--- config.mk ---
export PLATFORM = sky130hd
export DESIGN_NAME = mmio_responder
export DESIGN_NICKNAME = d
export VERILOG_FILES = /design/src/rtl/mmio_responder.sv
export SDC_FILE = /design/constraint.sdc
export NUM_CORES = 1
export LEC_CHECK = 0
export BUFFER_PORTS_ARGS = -buffer_cell sky130_fd_sc_hd__buf_2
export CAP_MARGIN = 5
export CORE_ASPECT_RATIO = 1.75
export CORE_UTILIZATION = 45
export DETAILED_ROUTE_END_ITERATION = 10
export PLACE_DENSITY = 0.65
export SKIP_CTS_REPAIR_TIMING = 1
export SYNTH_ARGS = -nofsm -noshare
export SYNTH_HDL_FRONTEND = slang
export SYNTH_SLANG_ARGS = --single-unit
export TNS_END_PERCENT = 10
--- constraint.sdc ---
create_clock -name sysclk -period 2.56 [get_ports sysclk]
set_clock_uncertainty 0.1 [all_clocks]
set_input_delay 0.256 -clock sysclk [delete_from_list [all_inputs] [get_ports sysclk]]
set_output_delay 0.256 -clock sysclk [all_outputs]
set_load 0.005 [all_outputs]
--- src/rtl/mmio_responder.sv ---
// mmio_responder: memory-mapped register block on the data-memory port.
// Serves LED, debounced switches, a free-running cycle counter and a
// countdown timer with a 1-cycle synchronous read and byte-enabled writes.
module mmio_responder #(
  parameter int unsigned DEBOUNCE_CYCLES = 16,
  parameter logic [7:0]  LED_RESET       = 8'h00
) (
  input  logic        sysclk,
  input  logic        rstd,
  input  logic        sel,
  input  logic [7:0]  addr,
  input  logic [3:0]  wren,
  input  logic [31:0] w_data,
  output logic [31:0] r_data,
  input  logic [7:0]  sw,
  output logic [7:0]  led,
  output logic        irq
);

  localparam int unsigned DATA_W = 32;
  localparam int unsigned SW_W   = 8;
  localparam int unsigned IDX_W  = 6;
  localparam int unsigned CNT_W  = (DEBOUNCE_CYCLES > 1) ? $clog2(DEBOUNCE_CYCLES) : 1;

  localparam logic [CNT_W-1:0] CNT_LAST = CNT_W'(DEBOUNCE_CYCLES - 1);

  localparam logic [IDX_W-1:0] IDX_LED   = 6'd0;
  localparam logic [IDX_W-1:0] IDX_SW    = 6'd1;
  localparam logic [IDX_W-1:0] IDX_COUNT = 6'd2;
  localparam logic [IDX_W-1:0] IDX_LOAD  = 6'd3;
  localparam logic [IDX_W-1:0] IDX_CTRL  = 6'd4;
  localparam logic [IDX_W-1:0] IDX_VAL   = 6'd5;

  // Register state
  logic [DATA_W-1:0] count;
  logic [DATA_W-1:0] load;
  logic [DATA_W-1:0] val;
  logic              timer_en;
  logic              timer_auto;
  logic              timer_exp;

  // Switch path state
  logic [SW_W-1:0]   sw_meta;
  logic [SW_W-1:0]   sw_s;
  logic [SW_W-1:0]   sw_db;
  logic [CNT_W-1:0]  db_cnt;

  // Decode and next-state signals
  logic [IDX_W-1:0]  idx_c;
  logic              led_wr_c;
  logic              load_wr_c;
  logic              ctrl_wr_c;
  logic              expire_c;
  logic [DATA_W-1:0] load_merged_c;
  logic [DATA_W-1:0] load_next_c;
  logic [DATA_W-1:0] val_next_c;
  logic              en_next_c;
  logic              auto_next_c;
  logic              exp_next_c;
  logic [DATA_W-1:0] rd_c;
  logic              unused_addr_c;

  assign idx_c         = addr[7:2];
  assign unused_addr_c = ^addr[1:0];
  assign irq           = timer_exp;

  // Byte-lane merge of write data into a 32-bit register
  function automatic logic [DATA_W-1:0] merge_lanes(input logic [DATA_W-1:0] old_v,
                                                    input logic [DATA_W-1:0] new_v,
                                                    input logic [3:0]        be);
    logic [DATA_W-1:0] r;
    r = old_v;
    for (int b = 0; b < 4; b++) begin
      if (be[b]) r[8*b +: 8] = new_v[8*b +: 8];
    end
    return r;
  endfunction

  // Address decode, timer next-state and read mux (all from pre-edge state)
  always_comb begin
    led_wr_c      = 1'b0;
    load_wr_c     = 1'b0;
    ctrl_wr_c     = 1'b0;
    expire_c      = 1'b0;
    load_merged_c = merge_lanes(load, w_data, wren);
    load_next_c   = load;
    val_next_c    = val;
    en_next_c     = timer_en;
    auto_next_c   = timer_auto;
    exp_next_c    = timer_exp;
    rd_c          = '0;

    if (sel) begin
      led_wr_c  = (idx_c == IDX_LED) && wren[0];
      load_wr_c = (idx_c == IDX_LOAD) && (wren != 4'b0000);
      ctrl_wr_c = (idx_c == IDX_CTRL);
      case (idx_c)
        IDX_LED:   rd_c = DATA_W'(led);
        IDX_SW:    rd_c = DATA_W'(sw_db);
        IDX_COUNT: rd_c = count;
        IDX_LOAD:  rd_c = load;
        IDX_CTRL:  rd_c = {23'h0, timer_exp, 6'h0, timer_auto, timer_en};
        IDX_VAL:   rd_c = val;
        default:   rd_c = '0;
      endcase
    end

    // A LOAD write reloads the countdown and suppresses this cycle's tick
    if (load_wr_c) begin
      load_next_c = load_merged_c;
      val_next_c  = load_merged_c;
    end else if (timer_en) begin
      if (val != '0) begin
        val_next_c = val - DATA_W'(1);
      end else begin
        expire_c = 1'b1;
        if (timer_auto) val_next_c = load;
        else            en_next_c  = 1'b0;
      end
    end

    // Software-written EN/AUTO overrides the one-shot auto-clear
    if (ctrl_wr_c && wren[0]) begin
      en_next_c   = w_data[0];
      auto_next_c = w_data[1];
    end

    // Expiry set wins over a simultaneous write-1-to-clear
    if (expire_c) begin
      exp_next_c = 1'b1;
    end else if (ctrl_wr_c && wren[1] && w_data[8]) begin
      exp_next_c = 1'b0;
    end
  end

  // Register file, counter, timer and read data
  always_ff @(posedge sysclk or negedge rstd) begin
    if (!rstd) begin
      led        <= LED_RESET;
      count      <= '0;
      load       <= '0;
      val        <= '0;
      timer_en   <= 1'b0;
      timer_auto <= 1'b0;
      timer_exp  <= 1'b0;
      r_data     <= '0;
    end else begin
      if (led_wr_c) led <= w_data[7:0];
      count      <= count + DATA_W'(1);
      load       <= load_next_c;
      val        <= val_next_c;
      timer_en   <= en_next_c;
      timer_auto <= auto_next_c;
      timer_exp  <= exp_next_c;
      r_data     <= rd_c;
    end
  end

  // Two-flop synchronizer followed by a stable-count debouncer
  always_ff @(posedge sysclk or negedge rstd) begin
    if (!rstd) begin
      sw_meta <= '0;
      sw_s    <= '0;
      sw_db   <= '0;
      db_cnt  <= '0;
    end else begin
      sw_meta <= sw;
      sw_s    <= sw_meta;
      if (sw_s == sw_db) begin
        db_cnt <= '0;
      end else if (db_cnt == CNT_LAST) begin
        sw_db  <= sw_s;
        db_cnt <= '0;
      end else begin
        db_cnt <= db_cnt + CNT_W'(1);
      end
    end
  end

endmodule

==> flow_summary.ini <==
[timing]
setup_viol = 4
worst_slack_ns = -0.006498
drv_slew = 0
slew_headroom = 0.6373
finalCritPeriodShare = 1.003
grt_setup_unrepaired = true
whs_ns = 0.01341
worst_pin_slew_ns = 0.5440
hold_violations = 0
min_period_ns = 2.566
fmax_ghz = 0.3896

[routing]
route.vias.total = 6943
dr.pass1.iters = 9
drt_iter0_markers = 652
ant_nets = 0
drc = 0
post_drt_wl_per_cell_um = 19.79
wl_um = 23390
via_per_inst = 5.874

[setup_path]
crit_fanout = 8
endpoint_kind = flip-flop
cp.arrival_ns = 2.79
critical_path.top_delay_family = simple AND/OR/NAND/NOR gates
cp_cell_sequence = or4_4 -> buf_6 -> nand4b_1 -> buf_4 -> nor4_4 -> buf_4 -> nor2_2 -> o221ai_2 -> a21oi_1
critPathKind = reg -> reg
cp.required_ns = 2.78
cpMostUsedCell = buf_4
slowest_stage = or4_4
worstRegToRegCells = 9
start_kind = flip-flop
r2r_start = val[12]$_DFFE_PN0P_
r2r_end = val[2]$_DFFE_PN0P_
critical_path_buf_inv_count = 3
max_stage_delay_ns = 0.55
ff2ff_setup_slack_ns = -0.006

[placed_design]
io_buffers = 93
gp_congestion = 0.8559
dp_hpwl_um = 16560

[pwr]
leakage_nw = 4.796
p_per_area_mw_per_mm2 = 742.4
ir_drop_uv = 521.6

[synth]
synth_flop_cell = dfrtp_1
yosys.area_share.simple = 0.1681
yosysTopAreaCellShare = 0.5193
syn_inst = 763
synth_xor_area_frac = 0.04789
yosysTopAreaCell = dfrtp_1
synth_edf_count = 0
synth_top_family_by_area = simple AND/OR/NAND/NOR gates
synth_mux_area_frac = 0.06950
syn_nets = 822
synth_top_cells_by_count = 167 x dfrtp_1, 81 x nor2_1, 67 x nand2_1
synth_seq_area_share = 0.5193
synth_area_mm2 = 0.008048
synth_area_leaders = dfrtp_1 52%, mux2_2 5.5%, nor2_1 3.8%
synth_most_common_cell = dfrtp_1
ys_ff_latch = 167
ys_types = 66
ys_warn_count = 0
synthAdderAreaFrac = 0.006219
syn_avg_cell_area_um2 = 10.55
synth_compound_area_frac = 0.1598
synthArstFlopShare = 1.000

[floorplan]
initial_core_util = 0.4610
io_pins = 96
fp.dieW_um = 103.1
dieHeight_um = 178.9
core_mm2 = 0.01746
die-area_mm2 = 0.01844
rows = 64

[finish]
post-route-util = 0.5930
drive_above_1_share = 0.2965
antenna_cells = 0
fillers = 1551
fin_nets = 998
syn2layout_area_growth_pct = 28.64

[worst_hold_path]
min_path_cells = 3
hp-class = in -> reg
hp-start = w_data[0]
whs_endpoint = timer_en$_DFFE_PN0P_

[clock_tree]
cts_max_level = 4
cts.root.buffer_cell = clkbuf_16
path_clk_slew_ns = 0.07
cts_buffer_depth = 2
cts.sinks = 167
clkLatencyLatePin_ns = 0.44
cts_tree = yes
cts_buffers = 17

[flow_run]
drv_cap = 0

[grt]
grt_max_degree = 52
grtUsageTotal = 0.2675
antenna_found_initial = 0
grt_first_pass_wirelength_um = 36350
grt_pass1_vias = 6935
grt.overflow.total = 0

[outcome]
outcome = finished, violations left
violations = negative setup slack
## kinds of logic after synthesis
group | Yosys count
compound gates | 179
buf+inv | 51
simple gates | 267
fa+ha+maj | 4
flops | 167
xor+xnor | 44
mux | 51
## per-stage QoR
step	setup TNS [ns]	worst slack [ns]	cell area, µm²	total power, W	std cells
finish	-0.01434	-0.006498	10350	0.007686	1182
CTS	-1.523	-0.1223	9897	0.007616	1150
global placement	-0.5417	-0.1036	9261	0.004745	1119
floorplan	0	0.0003162	8048	0.004119	763
detailed placement	-0.7461	-0.08768	9261	0.004787	1119
global route	-1.108	-0.08662	10350	0.008023	1182
## placed cells by master, fill, tap and decap left out, types with 5 or more instances in the layout
cell	Yosys	routed
dfrtp_1	167	167
buf_2	5	92
nor2_1	81	77
nand2_1	67	67
buf_4	0	64
a21oi_1	50	48
mux2_2	39	39
xnor2_1	31	31
a222oi_1	27	27
dlygate4sd3_1	0	27
nand3_1	21	20
clkbuf_16	0	17
nand4_1	16	16
o21ai_0	24	16
and3_1	14	14
o21ai_1	5	13
xor2_1	13	13
mux2i_1	12	12
nor3_1	14	12
a31oi_1	11	10
inv_1	8	8
inv_6	0	8
buf_6	3	8
buf_12	0	8
o32a_1	7	7
a221oi_1	6	6
a211oi_1	6	6
and4_1	5	5
nand2b_1	5	5
a22oi_1	5	5
## worst min-delay path: stages
cell     delay [ns]
buf_2          0.14
nand2_1        0.06
o21ai_0        0.06
## worst max path at each step
stage                              startpoint             endpoint  slack, ns  cells past startpoint
final                     val[12]$_DFFE_PN0P_   val[2]$_DFFE_PN0P_     -0.006                      9
after CTS                 val[15]$_DFFE_PN0P_  val[31]$_DFFE_PN0P_      -0.12                      7
after global placement    val[15]$_DFFE_PN0P_  val[31]$_DFFE_PN0P_      -0.10                      7
after detailed placement  val[27]$_DFFE_PN0P_  val[26]$_DFFE_PN0P_      -0.09                      7
after floorplan           val[15]$_DFFE_PN0P_  val[31]$_DFFE_PN0P_     0.0003                      7
after global routing      val[12]$_DFFE_PN0P_  val[16]$_DFFE_PN0P_      -0.09                     10
## flip-flops by register name (all words and copies together) (netlist names)
name	flops
timer_auto	1
db_cnt	4
val	32
timer_en	1
count	32
load	32
led	8
sw_s	8
sw_db	8
r_data	32
irq	1
sw_meta	8
## area by class of cell
cell class	instances	area [µm²]	share of cell area
clock buffer	17	425.4	0.04109
clock inverter	14	210.2	0.02030
inverter	9	33.78	0.003263
multi-input combinational	545	3754	0.3626
sequential	167	4179	0.4037
tap	231	289.0	0.02792
timing repair buffer	199	1461	0.1412
## where the power goes
| part | switching, W | internal, W |
|---|---|---|
| registers | 0.000325 | 0.00293 |
| clock network | 0.00117 | 0.00166 |
| logic | 0.000827 | 0.000768 |
| total | 0.00232 | 0.00536 |
## layer usage
| layer | up-vias | GRT usage | routed length (µm) |
|---|---|---|---|
| li1 | 3186 | - | - |
| met1 | 3425 | 0.3018 | 8795 |
| met2 | 260 | 0.4661 | 12320 |
| met3 | 72 | 0.03899 | 1064 |
| met4 | 0 | 0.1661 | 1207 |
| met5 | - | 0 | 0 |
No activity file was read; power rests on OpenSTA's default activity.
